`src/rtl/ibuf_ctrl_pkg.sv`:
```
// rtl/ibuf_ctrl_pkg.sv - shared types and defaults for the input-buffer load controller
package ibuf_ctrl_pkg;

  localparam int NCOL_DEF = 4;
  localparam int AW_DEF   = 8;
  localparam int TW_DEF   = 8;
  localparam int WORD_W   = 32;

  typedef enum logic [2:0] {
    ST_IDLE  = 3'd0,
    ST_LOAD  = 3'd1,
    ST_LWAIT = 3'd2,
    ST_SHIFT = 3'd3,
    ST_DONE  = 3'd4
  } state_t;

endpackage

```
`src/rtl/ibuf_load_ctrl.sv`:
```
// rtl/ibuf_load_ctrl.sv - tile load/shift sequencer for one row of input column buffers
module ibuf_load_ctrl
  import ibuf_ctrl_pkg::*;
#(
  parameter int NCOL = NCOL_DEF,
  parameter int AW   = AW_DEF,
  parameter int TW   = TW_DEF
) (
  input  logic              CLK,
  input  logic              RST,
  input  logic              Start,
  input  logic [AW-1:0]     BaseAddr,
  input  logic [TW-1:0]     NumTiles,
  input  logic              Stall,
  output logic              MemRdEN,
  output logic [AW-1:0]     MemAddr,
  input  logic [WORD_W-1:0] MemRdata,
  output logic [NCOL-1:0]   WriteEN,
  output logic [WORD_W-1:0] IWord,
  output logic              ShiftEN,
  output logic              Busy,
  output logic              Done
);

  localparam int CW = $clog2(NCOL + 1);

  state_t          state;
  logic [AW-1:0]   addr;
  logic [TW-1:0]   ntiles;
  logic [TW-1:0]   t;
  logic [CW-1:0]   c;
  logic [CW-1:0]   s;
  logic [NCOL-1:0] wen;

  logic            last_col;
  logic            shift_done;
  logic            more_tiles;
  logic [TW:0]     t_inc;
  logic [NCOL-1:0] col_onehot;

  assign last_col   = (c == CW'(NCOL - 1));
  assign shift_done = (s == CW'(NCOL));
  assign t_inc      = {1'b0, t} + {{TW{1'b0}}, 1'b1};
  assign more_tiles = (t_inc < {1'b0, ntiles});
  assign col_onehot = NCOL'(1) << c;

  // The tile's last shift bumps s to NCOL; the tile decision is made in the following cycle.
  assign ShiftEN = (state == ST_SHIFT) && !Stall && !shift_done;

  always_ff @(posedge CLK) begin
    if (RST) begin
      state  <= ST_IDLE;
      addr   <= '0;
      ntiles <= '0;
      t      <= '0;
      c      <= '0;
      s      <= '0;
      wen    <= '0;
    end else begin
      // The write strobe trails the read by one cycle so it lines up with MemRdata.
      wen <= (state == ST_LOAD) ? col_onehot : '0;

      case (state)
        ST_IDLE: begin
          if (Start) begin
            addr   <= BaseAddr;
            ntiles <= NumTiles;
            t      <= '0;
            c      <= '0;
            s      <= '0;
            state  <= (NumTiles == '0) ? ST_DONE : ST_LOAD;
          end
        end
        ST_LOAD: begin
          // Tiles are contiguous, so a running address replaces base + t*NCOL + c.
          addr <= addr + AW'(1);
          if (last_col) begin
            c     <= '0;
            state <= ST_LWAIT;
          end else begin
            c <= c + CW'(1);
          end
        end
        ST_LWAIT: begin
          s     <= '0;
          state <= ST_SHIFT;
        end
        ST_SHIFT: begin
          if (shift_done) begin
            if (more_tiles) begin
              t     <= t + TW'(1);
              c     <= '0;
              state <= ST_LOAD;
            end else begin
              state <= ST_DONE;
            end
          end else if (ShiftEN) begin
            s <= s + CW'(1);
          end
        end
        ST_DONE: begin
          state <= ST_IDLE;
        end
        default: begin
          state <= ST_IDLE;
        end
      endcase
    end
  end

  assign MemRdEN = (state == ST_LOAD);
  assign MemAddr = addr;
  assign WriteEN = wen;
  assign IWord   = MemRdata;
  assign Busy    = (state == ST_LOAD) || (state == ST_LWAIT) || (state == ST_SHIFT);
  assign Done    = (state == ST_DONE);

endmodule

```
`config.mk`:
```
export PLATFORM = sky130hd
export DESIGN_NAME = ibuf_load_ctrl
export DESIGN_NICKNAME = d
export VERILOG_FILES = /design/src/rtl/ibuf_ctrl_pkg.sv /design/src/rtl/ibuf_load_ctrl.sv
export SDC_FILE = /design/constraint.sdc
export NUM_CORES = 1
export LEC_CHECK = 0
export CORE_MARGIN = 2
export CORE_UTILIZATION = 30
export CTS_BUF_LIST = sky130_fd_sc_hd__clkbuf_8 sky130_fd_sc_hd__clkbuf_16
export DETAILED_ROUTE_END_ITERATION = 7
export SETUP_SLACK_MARGIN = 0.2
export SLEW_MARGIN = 5
export SYNTH_ARGS = -nofsm -noshare
export SYNTH_HDL_FRONTEND = slang
export SYNTH_SLANG_ARGS = --single-unit
```
`constraint.sdc`:
```
create_clock -name CLK -period 4.2 [get_ports CLK]
set_clock_uncertainty 0.15 [all_clocks]
set_input_delay 0.63 -clock CLK [delete_from_list [all_inputs] [get_ports CLK]]
set_output_delay 0.63 -clock CLK [all_outputs]
set_load 0.02 [all_outputs]
```
==> summary.txt, run 1 <==
Status
  • Status: finished, final reports clean

Floorplan
  • Starting density of the core: 31.10%
  • Core area: between 7000 and 8000 um^2
  • DIE HEIGHT: about 91 um
  • I/O Pins: 100
  • Die Span X: ~91 um
  • Die area: around 8000 um^2
  • Cell Rows: 31

Worst setup path
  • Crit path largest cell delay: approximately 0.50 ns
  • Most common cell on crit path: ha_1
  • Slowest stage cell, crit path: or3_1
  • Buf+Inv Stages, Crit Path: 0
  • Crit-path max FO: 7
  • CP Cell Sequence: ha_1 > nand4_1 > and2_1 > or2_2 > ha_1 > and3_1 > a21o_1 > or3_1 > o311a_4 > mux2_4
  • CP delay by family, top: simple AND/OR/NAND/NOR gates
  • CP required: around 4.2 ns
  • Critical path data arrival time: around 3.5 ns
  • Crit Path Class: flop to flop
  • Startpoint types: flop
  • CP endpoint kind: flop

Clock network
  • Clock sink total: 37
  • CTS root buf: clkbuf_8
  • H-tree depth: 2
  • CTS buffer count: 5
  • CTS Hold Bufs: 0
  • CTS resizes: 0
  • CTS clk-pin slew, worst paths: 0.08 ns
  • CTS max path bufs: 2
  • Setup bufs post-CTS: 0
  • CTS tree: yes
  • Skew-Pair Late Insertion Delay: 0.29 ns

Timing
  • Post-route setup slack: ~0.75 ns
  • RSZ-0062 raised after global routing: false
  • Final setup viols: 0
  • Max-slew headroom: 50.03%
  • Final Max Tran Viols: 0
  • Max Clk Rate: between 200 and 300 MHz
  • Worst-Margin Slew: between 0.7 and 0.8 ns
  • Crit path time final: between 3 and 4 ns
  • Final hold slack: around 0.31 ns
  • Total Negative Setup Slacks: 0 ns
  • Final Hold Vio Count: 0
  • Tcrit/Tclk final: just over 80%

Power and ir drop
  • Switching power: 464.6 uW
  • Worst-case vdd ir drop: between 0.15 and 0.2 mV
  • Leakage: 0.9874 nW
  • Switching share of power: 39.38%
  • Clock power frac: between 20% and 30%
  • Pwr/cell area: about 460 nW/um^2
  • Combinational power share: approximately two fifths
  • Int Power: between 700 and 800 uW
  • Reg power frac: about two fifths

Global routing
  • Grt ovf: 0
  • Vias in the first global route: ~1,700
  • GRT Util Overall: about an eighth
  • Initial antenna violation count: 0
  • Largest net degree at the start of global routing: 27
  • First-pass GRT wire length: between 8000 and 9000 um

Cells and area
  • # fillers: between 700 and 800
  • Layout net count: between 300 and 400
  • Design area: between 2000 and 3000 um^2
  • Share of cells above drive strength 1: ~8.1%
  • Synth-to-Final Area Change: 12.87%
  • ANT cells: 0
  • Layout Cells excl Fill: 383

Routing
  • Post-DRT Antenna Nets: 0
  • Remaining DRCs: 0
  • WL per Instance: about 13 um
  • Via count: roughly 1,900
  • Detailed-route vias per instance: approximately 4.9
  • Initial drt markers: between 100 and 150
  • WL final: just under 5000 um
  • Router iterations before antenna repair: 4

Min path
  • HP Class: flop to flop

Flow run
  • Number of max-cap violations: 0

Place
  • RePlAce Congestion: just over 0.8
  • Pre-CTS WS: ~0.79 ns
  • Placed instance count: between 300 and 400
  • Cell Area, Placed: 2462 um^2
  • Detailed-placement wirelength estimate: between 3000 and 4000 um
  • Port-buffer cells: 35

Synth
  • Ranking of synthesized cells by area: dfxtp_1, buf_4, ha_1, nand2_1, a21oi_1
  • Compound-gate portion of the synthesized area: between 10% and 20%
  • Largest family of logic cells by synthesized area: simple AND/OR/NAND/NOR gates
  • Top FF cell, synth: dfxtp_1
  • Mux cell area share after synthesis: 1.553%
  • Simple-gate share of the synthesized area: between 20 and 25%
  • Syn Nets: 346
  • Post-Syn Instances: ~280
  • Yosys cell types: 50
  • Post-Synth Adder-Cell Area: under 10%
  • Synth top area share: about a third
  • Post-synthesis cell area: approximately 2300 um^2
  • Synth area leader: dfxtp_1
  • Post-synthesis xor/xnor area fraction: approximately 1.6%
  • Mean Syn Cell Area: 8.000 um^2
  • Yosys warnings: 0
  • Part of the Yosys area used for sequential elements: about a third
  • Post-synth EDFFs: 0
  • Number of synthesized register bits: 37
  • Fraction of registers with async set/reset: 0%
[final timing paths]
kind,slack (ns),start,to,cells after the start
worst max-delay path,0.75,t[0],t[0],10
worst min-delay path,0.31,ntiles[7],ntiles[7],2
worst max register to register,0.75,t[0],t[0],10
worst min register to register,0.31,ntiles[7],ntiles[7],2
[kinds of logic (layout without fill, tap and decap cells)]
family,after synthesis,after routing
DFF,37,37
and+or+nand+nor,104,104
buffers and inverters,59,61
xor gates and xnor gates,4,4
muxes,3,3
AOI/OAI and AO/OA,63,63
adders and majority gates,12,12
[power groups by stage]
| stage | Clock, mW | Sequential [mW] | Combinational (mW) |
|---|---|---|---|
| 2_1_floorplan | 0 | 0.485 | 0.334 |
| 3_3_place_gp | 0 | 0.485 | 0.455 |
| 3_5_place_dp | 0 | 0.485 | 0.458 |
| 4_1_cts | 0.246 | 0.478 | 0.460 |
| 5_1_grt | 0.264 | 0.491 | 0.503 |
| 6_report | 0.240 | 0.479 | 0.460 |
[state kept, by name, summed over array words and instances, names as in the netlist]
name	count
MemAddr	8
ntiles	8
t	8
WriteEN	4
c	3
s	3
state	3
[cells in the mapped netlist (2+ instances only)]
cell and count:
and3_1 3, a21o_1 3, a21oi_1 19, a21bo_2 2, buf_4 33, nor4_1 3, nor3_1 9, nand2_1 36
inv_1 15, buf_2 3, xor2_1 2, nand4_1 6, nor2_1 20, o21ai_0 13, a31oi_1 2, mux2i_1 2
nand3_1 7, a311oi_1 3, ha_1 12, xnor2_1 2, a2111oi_0 2, o211ai_1 4, or2_2 2, clkbuf_1 7
nor3b_1 2, and2_1 5, dfxtp_1 37, a22o_2 4, or3_1 3
[through the flow]
| stage | power, mW | util, % |
|---|---|---|
| 4_1_cts | 1.184 | 35.10 |
| 6_report | 1.180 | 35.10 |
| 2_1_floorplan | 0.8191 | - |
| 3_5_place_dp | 0.9432 | 33.95 |
| 5_1_grt | 1.258 | 35.10 |
| 3_3_place_gp | 0.9394 | 33.95 |
[placed cells by master (no fill, tap or decap), drive strengths merged, types with 5 or more instances in the layout]
cell            n
a21oi          19
and2            5
clkbuf          5
clkdlybuf4s50  35
dfxtp          37
ha             12
inv            18
nand2          36
nand3           7
nand4           6
nor2           20
nor3            9
o21ai          13
[area by class of cell]
| cell class | instances | area [um^2] | share of cell area (%) |
|---|---|---|---|
| multi-input combinational | 186 | 1172 | 46.04 |
| clock buffer | 5 | 68.82 | 2.703 |
| clock inverter | 3 | 15.01 | 0.5897 |
| timing repair buffer | 37 | 365.4 | 14.35 |
| tap | 99 | 123.9 | 4.865 |
| sequential | 37 | 740.7 | 29.09 |
| inverter | 16 | 60.06 | 2.359 |
[routing by layer]
layer | GRT usage (%) | part of all wire, %
met5 | 0 | 0
met1 | 15.95 | 50
met3 | 3.923 | 5.5
met4 | 5.513 | 1.4
met2 | 17.48 | 43
[worst register-to-register path, cell delays in order (launching register included)]
cell	delay (ns)
dfxtp_1	0.43
ha_1	0.30
nand4_1	0.13
and2_1	0.19
or2_2	0.30
ha_1	0.29
and3_1	0.20
a21o_1	0.16
or3_1	0.50
o311a_4	0.44
mux2_4	0.26
Note: power is estimated with default switching activity, not from simulation.
==> run 2: changes to the inputs <==
- clock period: 4.2 -> 3.3 ns (I/O delays scaled with it)
==> run 2 against run 1 <==
Effect of this change: die area unchanged; final cell count is 2.1% higher; total power rose by 28%; combinational power rose by 29%; hold slack improved by 0.0019 ns; count of clock-buffer cells in the layout rose by 1; via count rose by 2.7%; utilization is 1.8 points higher; sequential cell count unchanged; global-route usage increased by 0.47 points; non-clock buffer count increased by 9; clock power up 32%; critical endpoint unchanged.
==> summary.txt, run 2 (same netlist as run 1, synthesis figures left out) <==
Place
  • Cell Area, Placed: 2524 um^2 (+2.5%)
  • Detailed-placement wirelength estimate: 3688 um (-0.58%)
  • Pre-CTS WS: 0.08510 ns (-0.7030 ns)
  • Port-buffer cells: 35 (unchanged)
  • RePlAce Congestion: 0.8148 (-1.6%)

Timing
  • Total Negative Setup Slacks: 0 ns (unchanged)
  • Final setup viols: 0 (unchanged)
  • Final Hold Vio Count: 0 (unchanged)
  • Crit path time final: 3.004 ns (-0.4435 ns)
  • Tcrit/Tclk final: 91.04% (+8.9 points)
  • Max-slew headroom: 58.68% (+8.7 points)
  • Post-route setup slack: 0.2956 ns (-0.4565 ns)
  • RSZ-0062 raised after global routing: false
  • Max Clk Rate: 332.8 MHz (+15%)
  • Final Max Tran Viols: 0 (unchanged)
  • Worst-Margin Slew: 0.6141 ns (-0.1286 ns)

Floorplan
  • DIE HEIGHT: 90.72 um (unchanged)
  • Die area: 8229 um^2 (unchanged)
  • Core area: 7253 um^2 (unchanged)
  • Cell Rows: 31 (unchanged)
  • I/O Pins: 100 (unchanged)
  • Die Span X: 90.72 um (unchanged)
  • Starting density of the core: 31.10% (unchanged)

Clock network
  • CTS buffer count: 5 (unchanged)
  • CTS tree: yes
  • CTS clk-pin slew, worst paths: 0.07 ns (about the same)
  • CTS max path bufs: 2 (unchanged)
  • CTS root buf: clkbuf_8
  • Skew-Pair Late Insertion Delay: 0.29 ns (about the same)
  • H-tree depth: 2 (unchanged)
  • Clock sink total: 37 (unchanged)

Min path
  • HP Class: flop to flop

Worst setup path
  • CP required: 3.33 ns (-0.90 ns)
  • Buf+Inv Stages, Crit Path: 1 (+1)
  • Crit Path Class: flop to flop
  • Crit path largest cell delay: 0.41 ns (-0.09 ns)
  • Crit-path max FO: 7 (unchanged)
  • Startpoint types: flop
  • CP delay by family, top: simple AND/OR/NAND/NOR gates
  • Critical path data arrival time: 3.03 ns (-0.45 ns)
  • Slowest stage cell, crit path: o311a_4
  • Reg2Reg Setup Slack: 0.30 ns (-0.46 ns)
  • CP Cell Sequence: buf_6 > nand4_1 > and2_4 > or2_2 > ha_1 > and3_1 > a21o_1 > or3_4 > o311a_4 > mux2_4
  • CP endpoint kind: flop

Cells and area
  • Commonest non-fill, non-tap cell in the layout: nand2_1
  • Layout net count: 356 (+2.6%)
  • Synth-to-Final Area Change: 18.52%
  • ANT cells: 0 (unchanged)
  • Share of cells above drive strength 1: 15.07% (+7.0 points)
  • Design area: 2674 um^2 (+5.0%)
  • Commonest cells after routing, fill and taps aside: nand2_1, clkdlybuf4s50_1, dfxtp_1

Global routing
  • Vias in the first global route: 1,878 (+9.6%)
  • GRT Util Overall: 12.46% (+0.47 points)
  • Largest net degree at the start of global routing: 27 (unchanged)
  • Grt ovf: 0 (unchanged)
  • Initial antenna violation count: 0 (unchanged)
  • First-pass GRT wire length: 8466 um (+5.1%)

Power and ir drop
  • Worst-case vdd ir drop: 0.1989 mV (+0.11%)
  • Leakage: 1.050 nW (+6.3%)
  • Pwr/cell area: 566.7 nW/um^2 (+22%)

Routing
  • Post-DRT Antenna Nets: 0 (unchanged)
  • Detailed-route vias per instance: 4.921 (+0.57%)
  • WL final: 4982 um (+0.99%)
  • Router iterations before antenna repair: 4 (unchanged)
  • Via count: 1,924 (+2.7%)
  • Initial drt markers: 67 (-47%)
  • Remaining DRCs: 0 (unchanged)
  • WL per Instance: 12.74 um (-1.1%)

Status
  • Status: finished, final reports clean

Flow run
  • Number of max-cap violations: 0 (unchanged)
-- run 2: cell types whose count changed in the layout (fill, tap and decap cells not counted), moves of 2 or more --
cell / before / now
and2_4: 0 / 3
and2_1: 5 / 2
ha_4: 0 / 2
dfxtp_1: 37 / 32
dfxtp_2: 0 / 4
ha_1: 12 / 10
buf_4: 2 / 10
-- run 2: stage by stage --
step	std cells	hold slack (ns)	power, mW	utilization, %
floorplan	282	0.2863	1.043	-
global route	391	0.3319	1.628	36.86
finish	391	0.3074	1.515	36.86
CTS	389	0.3124	1.524	36.21
global placement	381	0.2939	1.203	34.79
detailed placement	381	0.3026	1.209	34.79
-- run 2: layout make-up --
type	instances	area, um^2
Clock buffer	6	82.58
Clock inverter	1	3.754
Timing Repair Buffer	46	436.7
Fill cell	764	4579
Multi-Input combinational cell	186	1217
Inverter	16	60.06
Tap cell	99	123.9
Sequential cell	37	749.5
-- run 2: what timing repair did --
| action | 4_1_cts | 5_1_grt |
|---|---|---|
| hold buffers | 0 | 0 |
| gates resized for setup | 3 | 7 |
| buffers inserted | 1 | 2 |
| setup endpoints to repair | 7 | 12 |
| pin swaps | 2 | 5 |
-- run 2: power by group --
| group | internal (mW) | total (mW) | switching, mW |
|---|---|---|---|
| sequential | 0.516 | 0.607 | 0.0907 |
| clock | 0.163 | 0.316 | 0.153 |
| combinational | 0.258 | 0.593 | 0.335 |
-- run 2: worst min-delay path, stage by stage, from the launching register on --
cell and delay, ns:
dfxtp_1 0.31, nand2_1 0.05, a21oi_1 0.05
-- run 2: final timing paths --
kind | start | end | cells after the start
setup reg to reg | t[0] | t[0] | 10
hold / removal | ntiles[6] | ntiles[6] | 2
setup / recovery | t[0] | t[0] | 10
hold reg to reg | ntiles[6] | ntiles[6] | 2
-- run 2: per-layer routing --
layer / wire length (um) / GRT usage (%) / share of wire (%) / vias up
li1: - / - / - / 974
met1: 2435 / 16.61 / 49 / 891
met2: 2182 / 18.53 / 44 / 51
met3: 290 / 3.756 / 5.8 / 8
met4: 74 / 5.385 / 1.5 / 0
met5: 0 / 0 / 0 / -
==> run 3: changes to the inputs <==
- GPL_TIMING_DRIVEN: default -> 0
==> run 3 against run 2 <==
Effect of this change: total power grew 7.7%; global-route usage grew 1.5 points; setup slack lost 0.062 ns; count of clock-buffer cells in the layout shrank 1; sequential share of layout area shrank 5.1 points; critical path depth increased by 1; non-clock buffer count rose by 72; sequential power down 5.1%; combinational power is 25% higher; first-iteration DRC count rose by 45%; via count is 15% higher; critical path type unchanged; critical endpoint unchanged.
==> summary.txt, run 3 (same netlist as run 1, synthesis figures left out) <==
Status
  • Status: finished, final reports clean

Clock network
  • Skew-Pair Late Insertion Delay: 0.30 ns (about the same)
  • CTS root buf: clkbuf_8
  • Clock sink total: 37 (unchanged)
  • CTS Hold Bufs: 0 (unchanged)
  • CTS buffer count: 5 (unchanged)
  • CTS clk-pin slew, worst paths: 0.08 ns (about the same)
  • CTS tree: yes
  • H-tree depth: 2 (unchanged)
  • CTS max path bufs: 2 (unchanged)

Worst setup path
  • Crit path largest cell delay: 0.39 ns (-0.02 ns)
  • Crit Path Class: flop to flop
  • CP required: 3.33 ns (about the same)
  • Critical path data arrival time: 3.10 ns (+0.07 ns)
  • Slowest stage cell, crit path: o311a_4
  • FF-to-FF Start: t[0]
  • CP Cell Sequence: ha_4 > nand4_1 > and2_4 > or2_2 > ha_4 > and3_4 > a21o_1 > or3_1 > buf_6 > o311a_4 > mux2_4
  • Critical Path Source: t[0]
  • Startpoint types: flop
  • Most common cell on crit path: ha_4
  • CP delay by family, top: simple AND/OR/NAND/NOR gates
  • Buf+Inv Stages, Crit Path: 1 (unchanged)
  • CP endpoint kind: flop
  • Crit-path max FO: 7 (unchanged)

Power and ir drop
  • Reg power frac: 35.3% (-4.7 points)
  • Pwr/cell area: 496.3 nW/um^2 (-12%)
  • Switching power: 649.8 uW (+12%)
  • Leakage: 1.336 nW (+27%)
  • Combinational power share: 45.4% (+6.3 points)
  • Clock power frac: 19.3% (-1.5 points)
  • Worst-case vdd ir drop: 0.2240 mV (+13%)
  • Total power: 1.631 mW (+7.7%)
  • Int Power: 981.4 uW (+4.8%)
  • Switching share of power: 39.84% (+1.7 points)

Timing
  • Final Max Tran Viols: 0 (unchanged)
  • Tcrit/Tclk final: 92.91% (+1.9 points)
  • Worst-Margin Slew: 0.7404 ns (+0.1263 ns)
  • Final setup viols: 0 (unchanged)
  • RSZ-0062 raised after global routing: true
  • Final Hold Vio Count: 0 (unchanged)
  • Final hold slack: 0.2963 ns (-0.01112 ns)
  • Crit path time final: 3.066 ns (+0.06161 ns)
  • Max Clk Rate: 326.2 MHz (-2.0%)
  • Max-slew headroom: 50.51% (-8.2 points)

Routing
  • WL final: 5807 um (+17%)
  • Initial drt markers: 97 (+45%)
  • Router iterations before antenna repair: 4 (unchanged)
  • Remaining DRCs: 0 (unchanged)
  • Post-DRT Antenna Nets: 0 (unchanged)
  • Detailed-route vias per instance: 4.780 (-2.9%)
  • Via count: 2,218 (+15%)
  • WL per Instance: 12.52 um (-1.8%)

Global routing
  • Largest net degree at the start of global routing: 13 (-52%)
  • First-pass GRT wire length: 9549 um (+13%)
  • Vias in the first global route: 2,069 (+10%)
  • Grt ovf: 0 (unchanged)
  • Initial antenna violation count: 0 (unchanged)
  • GRT Util Overall: 14.00% (+1.5 points)

Floorplan
  • Starting density of the core: 31.10% (unchanged)
  • Die area: 8229 um^2 (unchanged)
  • Cell Rows: 31 (unchanged)
  • Core area: 7253 um^2 (unchanged)
  • Die Span X: 90.72 um (unchanged)
  • I/O Pins: 100 (unchanged)
  • DIE HEIGHT: 90.72 um (unchanged)

Cells and area
  • ANT cells: 0 (unchanged)
  • Commonest non-fill, non-tap cell in the layout: clkdlybuf4s50_1
  • Layout Cells excl Fill: 464 (+19%)
  • Synth-to-Final Area Change: 45.70%
  • Layout net count: 428 (+20%)
  • Share of cells above drive strength 1: 22.47% (+7.4 points)
  • Commonest cells after routing, fill and taps aside: clkdlybuf4s50_1, buf_4, nand2_1

Min path
  • Critical hold path startpoint: RST
  • HP Class: primary input to flop

Place
  • Port-buffer cells: 66 (+89%)
  • RePlAce Congestion: 0.8245 (+1.2%)
  • Placed instance count: 447 (+17%)
  • Detailed-placement wirelength estimate: 4463 um (+21%)

Flow run
  • Number of max-cap violations: 0 (unchanged)
-- run 3: cell count changes in the layout (fill, tap and decap cells not counted), sizes merged --
cell,change
buf,+34
clkdlybuf4s50,+31
clkbuf,+6
clkinv,+2
clkinvlp,+1
inv,-1
-- run 3: area by class of cell --
cell class | instances | area, um^2
Clock buffer | 5 | 68.82
Tap cell | 99 | 123.9
Timing Repair Buffer | 75 | 732.0
Clock inverter | 3 | 17.52
Inverter | 16 | 60.06
Sequential cell | 37 | 753.2
Buffer | 43 | 295.3
Fill cell | 762 | 3966
Multi-Input combinational cell | 186 | 1236
-- run 3: what timing repair did --
action	in CTS	in global routing
resized for setup	8	8
pin swaps	3	7
endpoints found under the setup margin	11	12
buffers inserted	5	4
-- run 3: power by group through the flow --
stage | Clock (mW) | Combinational [mW] | Sequential [mW]
final | 0.315 | 0.740 | 0.576
after global routing | 0.342 | 0.815 | 0.587
after floorplan | 0 | 0.425 | 0.617
after CTS | 0.327 | 0.724 | 0.576
after global placement | 0 | 0.712 | 0.588
after detailed placement | 0 | 0.722 | 0.589
-- run 3: metrics by stage --
| step | cell area (um^2) | util [%] | setup TNS [ns] | worst slack [ns] |
|---|---|---|---|---|
| 2_1_floorplan | 2272 | - | 0 | 0.2110 |
| 3_3_place_gp | 3057 | 42.14 | -0.3664 | -0.08395 |
| 3_5_place_dp | 3057 | 42.14 | -0.3712 | -0.08268 |
| 4_1_cts | 3207 | 44.21 | 0 | 0.1552 |
| 5_1_grt | 3287 | 45.32 | 0 | 0.1644 |
| 6_report | 3287 | 45.32 | 0 | 0.2340 |
-- run 3: worst paths after layout --
kind,end,slack [ns],cells after the start
max,t[0],0.23,11
min,state[1],0.30,2
max reg2reg,t[0],0.23,11
min reg2reg,ntiles[7],0.31,2
-- run 3: routing by layer --
metal | global-route usage (%) | up-vias | wire [um]
met3 | 3.088 | 10 | 314
met2 | 23.38 | 69 | 2633
met4 | 5.128 | 0 | 112
li1 | - | 1126 | -
met1 | 17.62 | 1013 | 2747
met5 | 0 | - | 0
